[src/rtl/alarm_sequencer_if.sv]
// Alarm sequencer signal bundle: time/alarm/button inputs from the clock
// core and user controls, ring/snooze status outputs back to the display.
interface alarm_sequencer_if;
  logic       tick_min;
  logic [4:0] cur_hrs;
  logic [5:0] cur_min;
  logic       alarm_en;
  logic [4:0] alarm_hrs;
  logic [5:0] alarm_min;
  logic       snooze;
  logic       dismiss;
  logic       ring;
  logic       snoozing;
  logic [2:0] snooze_cnt;
  logic [2:0] state;

  // Driver side (clock core, buttons, bench)
  modport master (
    output tick_min, cur_hrs, cur_min, alarm_en, alarm_hrs, alarm_min,
           snooze, dismiss,
    input  ring, snoozing, snooze_cnt, state
  );

  // Sequencer side
  modport slave (
    input  tick_min, cur_hrs, cur_min, alarm_en, alarm_hrs, alarm_min,
           snooze, dismiss,
    output ring, snoozing, snooze_cnt, state
  );
endinterface

[src/rtl/alarm_sequencer.sv]
// Alarm sequencer: compares running time to the alarm time, rings, runs
// snooze intervals, caps snoozes per event and auto-silences after a timeout.
module alarm_sequencer #(
  parameter int SNOOZE_MIN       = 9,
  parameter int RING_TIMEOUT_MIN = 10,
  parameter int MAX_SNOOZE       = 3
) (
  input logic                clk,
  input logic                rst_n,
  alarm_sequencer_if.slave   bus
);

  localparam logic [2:0] ST_OFF     = 3'd0;
  localparam logic [2:0] ST_ARMED   = 3'd1;
  localparam logic [2:0] ST_RINGING = 3'd2;
  localparam logic [2:0] ST_SNOOZE  = 3'd3;
  localparam logic [2:0] ST_DONE    = 3'd4;

  localparam logic [5:0] SNOOZE_LOAD = 6'(SNOOZE_MIN);
  localparam logic [5:0] TIMEOUT     = 6'(RING_TIMEOUT_MIN);
  localparam logic [2:0] CNT_MAX     = 3'(MAX_SNOOZE);

  logic [2:0] state_q, state_d;
  logic [2:0] cnt_q, cnt_d;        // snoozes used this event
  logic [5:0] countdown_q, countdown_d;  // minutes left in snooze
  logic [5:0] ring_tmr_q, ring_tmr_d;    // minutes spent ringing
  logic       ring_q, snoozing_q;
  logic       match;
  logic [5:0] ring_tmr_inc;

  assign match        = (bus.cur_hrs == bus.alarm_hrs) && (bus.cur_min == bus.alarm_min);
  assign ring_tmr_inc = ring_tmr_q + 6'd1;

  // Next-state logic; disable overrides everything, then dismiss > snooze > tick/match.
  always_comb begin
    // NOTE: every variable gets a default first so no path leaves it unassigned (no latch).
    state_d     = state_q;
    cnt_d       = cnt_q;
    countdown_d = countdown_q;
    ring_tmr_d  = ring_tmr_q;

    if (!bus.alarm_en) begin
      state_d     = ST_OFF;
      cnt_d       = 3'd0;
      countdown_d = 6'd0;
      ring_tmr_d  = 6'd0;
    end else begin
      case (state_q)
        ST_OFF: begin
          // Enabling inside the alarm minute must not ring.
          state_d = match ? ST_DONE : ST_ARMED;
        end
        ST_ARMED: begin
          if (match) begin
            state_d    = ST_RINGING;
            ring_tmr_d = 6'd0;
            cnt_d      = 3'd0;
          end
        end
        ST_RINGING: begin
          if (bus.dismiss) begin
            state_d = ST_DONE;
          end else if (bus.snooze && (cnt_q < CNT_MAX)) begin
            // A tick in the same cycle is dropped in favour of the snooze.
            state_d     = ST_SNOOZE;
            countdown_d = SNOOZE_LOAD;
            cnt_d       = cnt_q + 3'd1;
          end else if (bus.tick_min) begin
            ring_tmr_d = ring_tmr_inc;
            if (ring_tmr_inc == TIMEOUT) state_d = ST_DONE;
          end
        end
        ST_SNOOZE: begin
          if (bus.dismiss) begin
            state_d = ST_DONE;
          end else if (bus.tick_min) begin
            countdown_d = countdown_q - 6'd1;
            if (countdown_q == 6'd1) begin
              state_d    = ST_RINGING;
              ring_tmr_d = 6'd0;
            end
          end
        end
        ST_DONE: begin
          // Hold through the alarm minute; any mismatch re-arms for next time.
          if (!match) state_d = ST_ARMED;
        end
        default: state_d = ST_OFF;
      endcase
    end
  end

  // State and timer registers with registered status outputs.
  always_ff @(posedge clk or negedge rst_n) begin
    if (!rst_n) begin
      state_q     <= ST_OFF;
      cnt_q       <= 3'd0;
      countdown_q <= 6'd0;
      ring_tmr_q  <= 6'd0;
      ring_q      <= 1'b0;
      snoozing_q  <= 1'b0;
    end else begin
      // NOTE: non-blocking assignments so every register samples pre-edge values.
      state_q     <= state_d;
      cnt_q       <= cnt_d;
      countdown_q <= countdown_d;
      ring_tmr_q  <= ring_tmr_d;
      ring_q      <= (state_d == ST_RINGING);
      snoozing_q  <= (state_d == ST_SNOOZE);
    end
  end

  assign bus.ring       = ring_q;
  assign bus.snoozing   = snoozing_q;
  assign bus.snooze_cnt = cnt_q;
  assign bus.state      = state_q;

endmodule

[src/flat_wrapper.sv]
// flat-port wrapper written by rule: the top's interface ports become plain ports
module alarm_sequencer_flat 
#(
  parameter int SNOOZE_MIN       = 9,
  parameter int RING_TIMEOUT_MIN = 10,
  parameter int MAX_SNOOZE       = 3
)
  (clk, rst_n, bus_tick_min, bus_cur_hrs, bus_cur_min, bus_alarm_en, bus_alarm_hrs, bus_alarm_min, bus_snooze, bus_dismiss, bus_ring, bus_snoozing, bus_snooze_cnt, bus_state);
  alarm_sequencer_if bus_i ();
  input logic clk;
  input logic rst_n;
  input wire logic [$bits(bus_i.tick_min)-1:0] bus_tick_min;
  input wire logic [$bits(bus_i.cur_hrs)-1:0] bus_cur_hrs;
  input wire logic [$bits(bus_i.cur_min)-1:0] bus_cur_min;
  input wire logic [$bits(bus_i.alarm_en)-1:0] bus_alarm_en;
  input wire logic [$bits(bus_i.alarm_hrs)-1:0] bus_alarm_hrs;
  input wire logic [$bits(bus_i.alarm_min)-1:0] bus_alarm_min;
  input wire logic [$bits(bus_i.snooze)-1:0] bus_snooze;
  input wire logic [$bits(bus_i.dismiss)-1:0] bus_dismiss;
  output wire logic [$bits(bus_i.ring)-1:0] bus_ring;
  output wire logic [$bits(bus_i.snoozing)-1:0] bus_snoozing;
  output wire logic [$bits(bus_i.snooze_cnt)-1:0] bus_snooze_cnt;
  output wire logic [$bits(bus_i.state)-1:0] bus_state;
  assign bus_i.tick_min = bus_tick_min;
  assign bus_i.cur_hrs = bus_cur_hrs;
  assign bus_i.cur_min = bus_cur_min;
  assign bus_i.alarm_en = bus_alarm_en;
  assign bus_i.alarm_hrs = bus_alarm_hrs;
  assign bus_i.alarm_min = bus_alarm_min;
  assign bus_i.snooze = bus_snooze;
  assign bus_i.dismiss = bus_dismiss;
  assign bus_ring = bus_i.ring;
  assign bus_snoozing = bus_i.snoozing;
  assign bus_snooze_cnt = bus_i.snooze_cnt;
  assign bus_state = bus_i.state;
  alarm_sequencer #(.SNOOZE_MIN(SNOOZE_MIN), .RING_TIMEOUT_MIN(RING_TIMEOUT_MIN), .MAX_SNOOZE(MAX_SNOOZE)) u_core (.clk(clk), .rst_n(rst_n), .bus(bus_i));
endmodule
[config.mk]
export PLATFORM = sky130hd
export DESIGN_NAME = alarm_sequencer_flat
export DESIGN_NICKNAME = d
export VERILOG_FILES = /design/src/rtl/alarm_sequencer_if.sv /design/src/rtl/alarm_sequencer.sv /design/src/flat_wrapper.sv
export SDC_FILE = /design/constraint.sdc
export NUM_CORES = 1
export LEC_CHECK = 0
export CAP_MARGIN = 40
export CORE_MARGIN = 5
export CORE_UTILIZATION = 44
export DETAILED_ROUTE_END_ITERATION = 7
export PLACE_DENSITY = 0.72
export SYNTH_ARGS = -nofsm -noshare
export SYNTH_HDL_FRONTEND = slang
export SYNTH_SLANG_ARGS = --single-unit
[constraint.sdc]
create_clock -name clk -period 1.5 [get_ports clk]
set_input_delay 0.3 -clock clk [delete_from_list [all_inputs] [get_ports clk]]
set_output_delay 0.3 -clock clk [all_outputs]
set_load 0.005 [all_outputs]
# ---- After elaboration in Yosys (flattened, before gate mapping)
# Index checks and enable logic that the tools add are counted.
# Widths: inputs -> output; s select.
dict set report word_totals {
  wordCells 69
  inputBits 28
  regBits 20
}
dict set report classes {
  n_eq_ne 21
  reduce_logical 6
  addsub 3
  muxes 32
  magnitude_cmp 1
}
# cell n
set op_table {}
lappend op_table {{$mux 6} 13}
lappend op_table {{$mux 3} 15}
lappend op_table {{$pmux 6 s3} 1}
lappend op_table {{$ne 3x3->1 const B} 5}
lappend op_table {{$pmux 3 s5} 1}
lappend op_table {{$eq 3x2->1 const B} 4}
lappend op_table {{$pmux 6 s2} 1}
lappend op_table {{$ne 3x2->1 const B} 3}
lappend op_table {{$reduce_and 8->1} 1}
lappend op_table {{$add 6x1->6 const B} 1}
lappend op_table {{$eq 6x1->1 const B} 1}
lappend op_table {{$eq 6x4->1 const B} 1}
lappend op_table {{$eq 6x6->1} 1}
lappend op_table {{$ne 3x1->1 const B} 2}
lappend op_table {{$pmux 3 s2} 1}
lappend op_table {{$sub 6x1->6 const B} 1}
lappend op_table {{$eq 5x5->1} 1}
lappend op_table {{$reduce_and 5->1} 1}
lappend op_table {{$ne 4x1->1 const B} 1}
lappend op_table {{$reduce_and 4->1} 1}
lappend op_table {{$add 3x1->3 const B} 1}
lappend op_table {{$eq 3x1->1 const B} 1}
lappend op_table {{$eq 3x3->1 const B} 1}
lappend op_table {{$logic_not 3->1} 1}
lappend op_table {{other kinds (2)} 3}

# ---- Longest topological paths before layout
# Gate-level depths: netlist of run 1.
dict set report logic_depth {
  depth_word 9
  depth_mapped 7
  depth_no_buf 6
}

# ---- Worst setup path before layout of run 1
# OpenSTA, ideal clock, no wires.
dict set report synth_path {
  path_type {in2reg}
  from {input bus_alarm_hrs[4]}
  to {register u_core.ring_tmr_q[1]}
  t_arrival_ps 1506
  path_buffers 0
  path_slack_ps -130
  cell_stages 5
  setup_time_ps 125
  path_cell_list {xor2_1 > nor4_4 > nand4_4 > a21oi_1 > mux2_2}
}
dict set report synth_between {
  elab_chain_cells 4
}
# item line
set synth_lines {}
lappend synth_lines {{from (decl)} flat_wrapper.sv:16} ;# input wire logic [$bits(bus_i.alarm_hrs)-1:0] bus_alarm_hrs;
lappend synth_lines {{$eq 5x5->1} alarm_sequencer.sv:31} ;# assign match = (bus.cur_hrs == bus.alarm_hrs) && (bus.cur_min == bus.alarm_min);
lappend synth_lines {{$logic_and 1x1->1} alarm_sequencer.sv:31}
lappend synth_lines {{$ne 3x2->1 (no source line)} -}
lappend synth_lines {{$reduce_and 8->1 (no source line)} -}
lappend synth_lines {{to (signal assigned)} alarm_sequencer.sv:107} ;# ring_tmr_q <= ring_tmr_d;
lappend synth_lines {{to (decl)} alarm_sequencer.sv:26} ;# logic [5:0] ring_tmr_q, ring_tmr_d;
# No other way between the ends.
# A chain may end at the register's enable or synchronous reset.

# ---- Worst setup path in the final report of run 1
dict set report layout_path {
  from {register u_core.state_q[2] (netlist: u_core.bus.state[2])}
  to {register u_core.ring_tmr_q[1]}
}
dict set report layout_between {
  elab_chain_cells 3
  elab_cells_between_ends 14
  classes_between {11 x eq/ne; 2 x mux; 1 x reduce/logical}
}
# item line
set layout_lines {}
lappend layout_lines {{from (decl)} alarm_sequencer.sv:23} ;# logic [2:0] state_q, state_d;
lappend layout_lines {{from (signal assigned)} alarm_sequencer.sv:104} ;# state_q <= state_d;
lappend layout_lines {{$eq 3x1->1 / $eq 3x2->1 (equally long branches)} alarm_sequencer.sv:48} ;# case (state_q)
lappend layout_lines {{$ne 4x1->1 (no source line) (tied with other cells)} -}
lappend layout_lines {{$reduce_and 8->1 (no source line) / $mux 6 (equally long branches)} -}
# Several ways; a longest one is shown, not always the timed one.

==> impl_metrics.env, run 1 <==
export IMPL_globalplace_congestion=0.859
export IMPL_vias_per_cell=5.84
export IMPL_setup_slack_ps=-214
export IMPL_reg2reg_from="u_core.bus.state[2]"
export IMPL_critPathLaunchType="register"
export IMPL_core_area_um2=3050
export IMPL_final_hold_violation_count=0
export IMPL_drive_gt1_share_pct=50.4
export IMPL_ys_top_cells_by_area="dfrtp_1, xor2_1, ha_1"
export IMPL_slowest_stage="dfrtp_2"
export IMPL_synth_main_ff_cell="dfrtp_1"
export IMPL_clkSlewWorstSetupHoldPaths_ps=120
export IMPL_port_buffers=35
export IMPL_num_rows=20
export IMPL_h_tree_depth=1
export IMPL_drt_iter0_drc=100
export IMPL_fin_nets=279
export IMPL_netlist_instances=154
export IMPL_hold_buffers=0
export IMPL_fp_dieArea_um2=4440
export IMPL_synth_seq_area_share_pct=35.5
export IMPL_synthArstFlopShare_pct=100
export IMPL_leakage_nw=1.18
export IMPL_drv_cap=0
export IMPL_die_w_um=66.6
export IMPL_grt_overflow=0
export IMPL_reg2reg_to="u_core.ring_tmr_q[1]"
export IMPL_critPathMaxFanout=5
export IMPL_grt_pass1_wl_um=7820
export IMPL_die_h_um=66.6
export IMPL_drtPass1Iterations=4
export IMPL_routed_wl_um=5740
export IMPL_critPathMaxStageDelay_ps=480
export IMPL_routedWlPerCell_um=19.9
export IMPL_synth_distinct_cells=45
export IMPL_area_growth_pct=85.7
export IMPL_drc_errors=0
export IMPL_violations="negative setup slack"
export IMPL_synth_edf_count=0
export IMPL_mappedNetlistNets=187
export IMPL_dp_cells=271
export IMPL_numCtsBuffers=3
export IMPL_start_util_pct=46.2
export IMPL_vias=1681
export IMPL_worstSetupPathType="reg -> reg"
export IMPL_yosysTopAreaCell="dfrtp_1"
export IMPL_grt_antenna_before_repair=0
export IMPL_crit_chain="and2b_4 -> nand3_1 -> o22ai_4 -> a21oi_4 -> mux2_4"
export IMPL_clkLatencyLatePin_ps=310
export IMPL_clock_path_buffers=2
export IMPL_cts_tree="done"
export IMPL_arrival_ps=1910
export IMPL_slew_headroom_pct=79.1
export IMPL_tightest_slew_ps=312
export IMPL_synth_top_cell_area_share_pct=35.5
export IMPL_fin_util_pct=85.8
export IMPL_status="finished, violations left"
export IMPL_instances_no_fill=288
export IMPL_io_pins=36
export IMPL_grt_max_degree=21
export IMPL_grtUsageTotal_pct=23.2
export IMPL_setup_viol=19
export IMPL_yosys_warnings=0
export IMPL_worstPathRequired_ps=1690
export IMPL_fin_skew_ps=12.7
export IMPL_fin_crit_sh_pct=114
export IMPL_rsz0062_at_grt="yes"
export IMPL_worstRegToRegCells=5
export IMPL_maxSlewViolCount=0
export IMPL_grt_pass1_vias=1683
export IMPL_numClockSinks=20
export IMPL_diodes=0
export IMPL_final_antenna_net_count=0
export IMPL_p_per_area_nw_per_um2=443
export IMPL_syn_avg_cell_area_um2=9.16
export IMPL_r2r_slack_ps=-210
export IMPL_max_freq_mhz=583
export IMPL_hold_path_class="in -> async"
export IMPL_syn_area_um2=1410
export IMPL_dp_hpwl_um=3180
export IMPL_ys_ff_latch=20
export IMPL_period_minus_slack_ps=1710
export IMPL_ir_drop_mv=0.368
export IMPL_root_buffer="clkbuf_4"
export IMPL_cp_end_kind="register"
[cell usage in the layout, fill, tap and decap left out, drive strengths merged, types with 5 or more instances in the layout]
master,synthesis,layout
nor2,9,9
o21ai,11,11
dfrtp,20,20
nor3,7,7
clkdlybuf4s50,0,8
a21oi,10,10
xor2,11,11
nand2b,5,5
ha,5,5
nand3,8,8
inv,10,10
dlygate4sd2,0,22
buf,3,56
nand2,12,12
[flip-flops by register name (all words and copies together), names as in the netlist]
signal                 flops
u_core.bus.state           3
u_core.bus.ring            1
u_core.bus.snoozing        1
u_core.countdown_q         6
u_core.bus.snooze_cnt      3
u_core.ring_tmr_q          6
[per-layer routing]
metal,vias to the layer above,GRT usage [%],wire (um)
met1,829,28.0,2220
li1,740,-,-
met2,86,42.6,3000
met5,-,0,0
met3,26,2.70,300
met4,0,6.85,214
[area by class of cell]
type	count	area (um^2)
multi-input combinational	121	1230
timing repair buffer	90	767
sequential	20	503
fill	162	434
tap	44	55.1
inverter	10	40.0
clock buffer	3	22.5
[worst max-delay path, delay by kind of cell, from the launching register on]
kind               cells  cell delay (ps)
and+or+nand+nor        2              500
DFF                    1              480
muxes                  1              310
AOI/OAI and AO/OA      2              310
[logic make-up after synthesis]
kind of cell / synth area share [%]
flip-flops: 35.5
AO/OA/AOI/OAI: 19.3
AND/OR/NAND/NOR: 27.5
XOR/XNOR: 6.83
adder cells (fa/ha/maj): 4.44
buffers and inverters: 3.73
multiplexers: 2.66
[repair_timing]
action,in CTS,in global routing
gates resized for setup,86,31
pin swaps,21,12
hold endpoints to repair,0,0
setup buffers,9,4
gates cloned,1,0
setup endpoints to repair,21,20
[how the worst max path moves through the flow]
stage / start / slack [ps] / cells past startpoint / to
2_1_floorplan: bus_alarm_min[2] / -100 / 5 / u_core.bus.snooze_cnt[0]
5_1_grt: u_core.bus.state[0] / -300 / 6 / u_core.bus.snooze_cnt[0]
3_5_place_dp: bus_alarm_min[3] / -770 / 6 / u_core.ring_tmr_q[1]
6_report: u_core.bus.state[2] / -210 / 5 / u_core.ring_tmr_q[1]
3_3_place_gp: bus_alarm_min[2] / -720 / 6 / u_core.ring_tmr_q[1]
4_1_cts: u_core.bus.state[0] / -140 / 7 / u_core.ring_tmr_q[1]
[power by group]
group / internal [mW] / total, mW / switching [mW]
registers: 0.545 / 0.549 / 0.00402
logic: 0.167 / 0.344 / 0.176
clock network: 0.0939 / 0.267 / 0.173
[through the flow]
step | setup WS [ps] | power [mW] | instance area, um^2 | hold slack [ps] | TNS, ps
floorplan | -100 | 0.678 | 1460 | 4.41 | -361
global placement | -724 | 0.821 | 2150 | 491 | -8860
detailed placement | -765 | 0.831 | 2150 | 494 | -9530
CTS | -144 | 1.12 | 2440 | 334 | -618
global route | -304 | 1.21 | 2620 | 352 | -3410
finish | -214 | 1.16 | 2620 | 320 | -2010
[cells in the mapped netlist (all sizes together) (2+ instances only)]
library cell   n
and3           3
a21oi         10
nand3          8
nand2         12
o2bb2ai        2
and2           2
o21ai         11
a31oi          3
nand4          2
nand2b         5
or3            3
dfrtp         20
xor2          11
a21o           2
ha             5
inv           10
nor2           9
nor4           4
nor3b          2
nor3           7
buf            3
o22ai          2
mux2           3
(Power assumes the default switching activity.)
==> run 2, diff against run 1 <==
- HOLD_SLACK_MARGIN: unset -> 0.15
==> results of run 2 <==
Same layout as run 1: the final DEF is identical, and so are final timing and power.
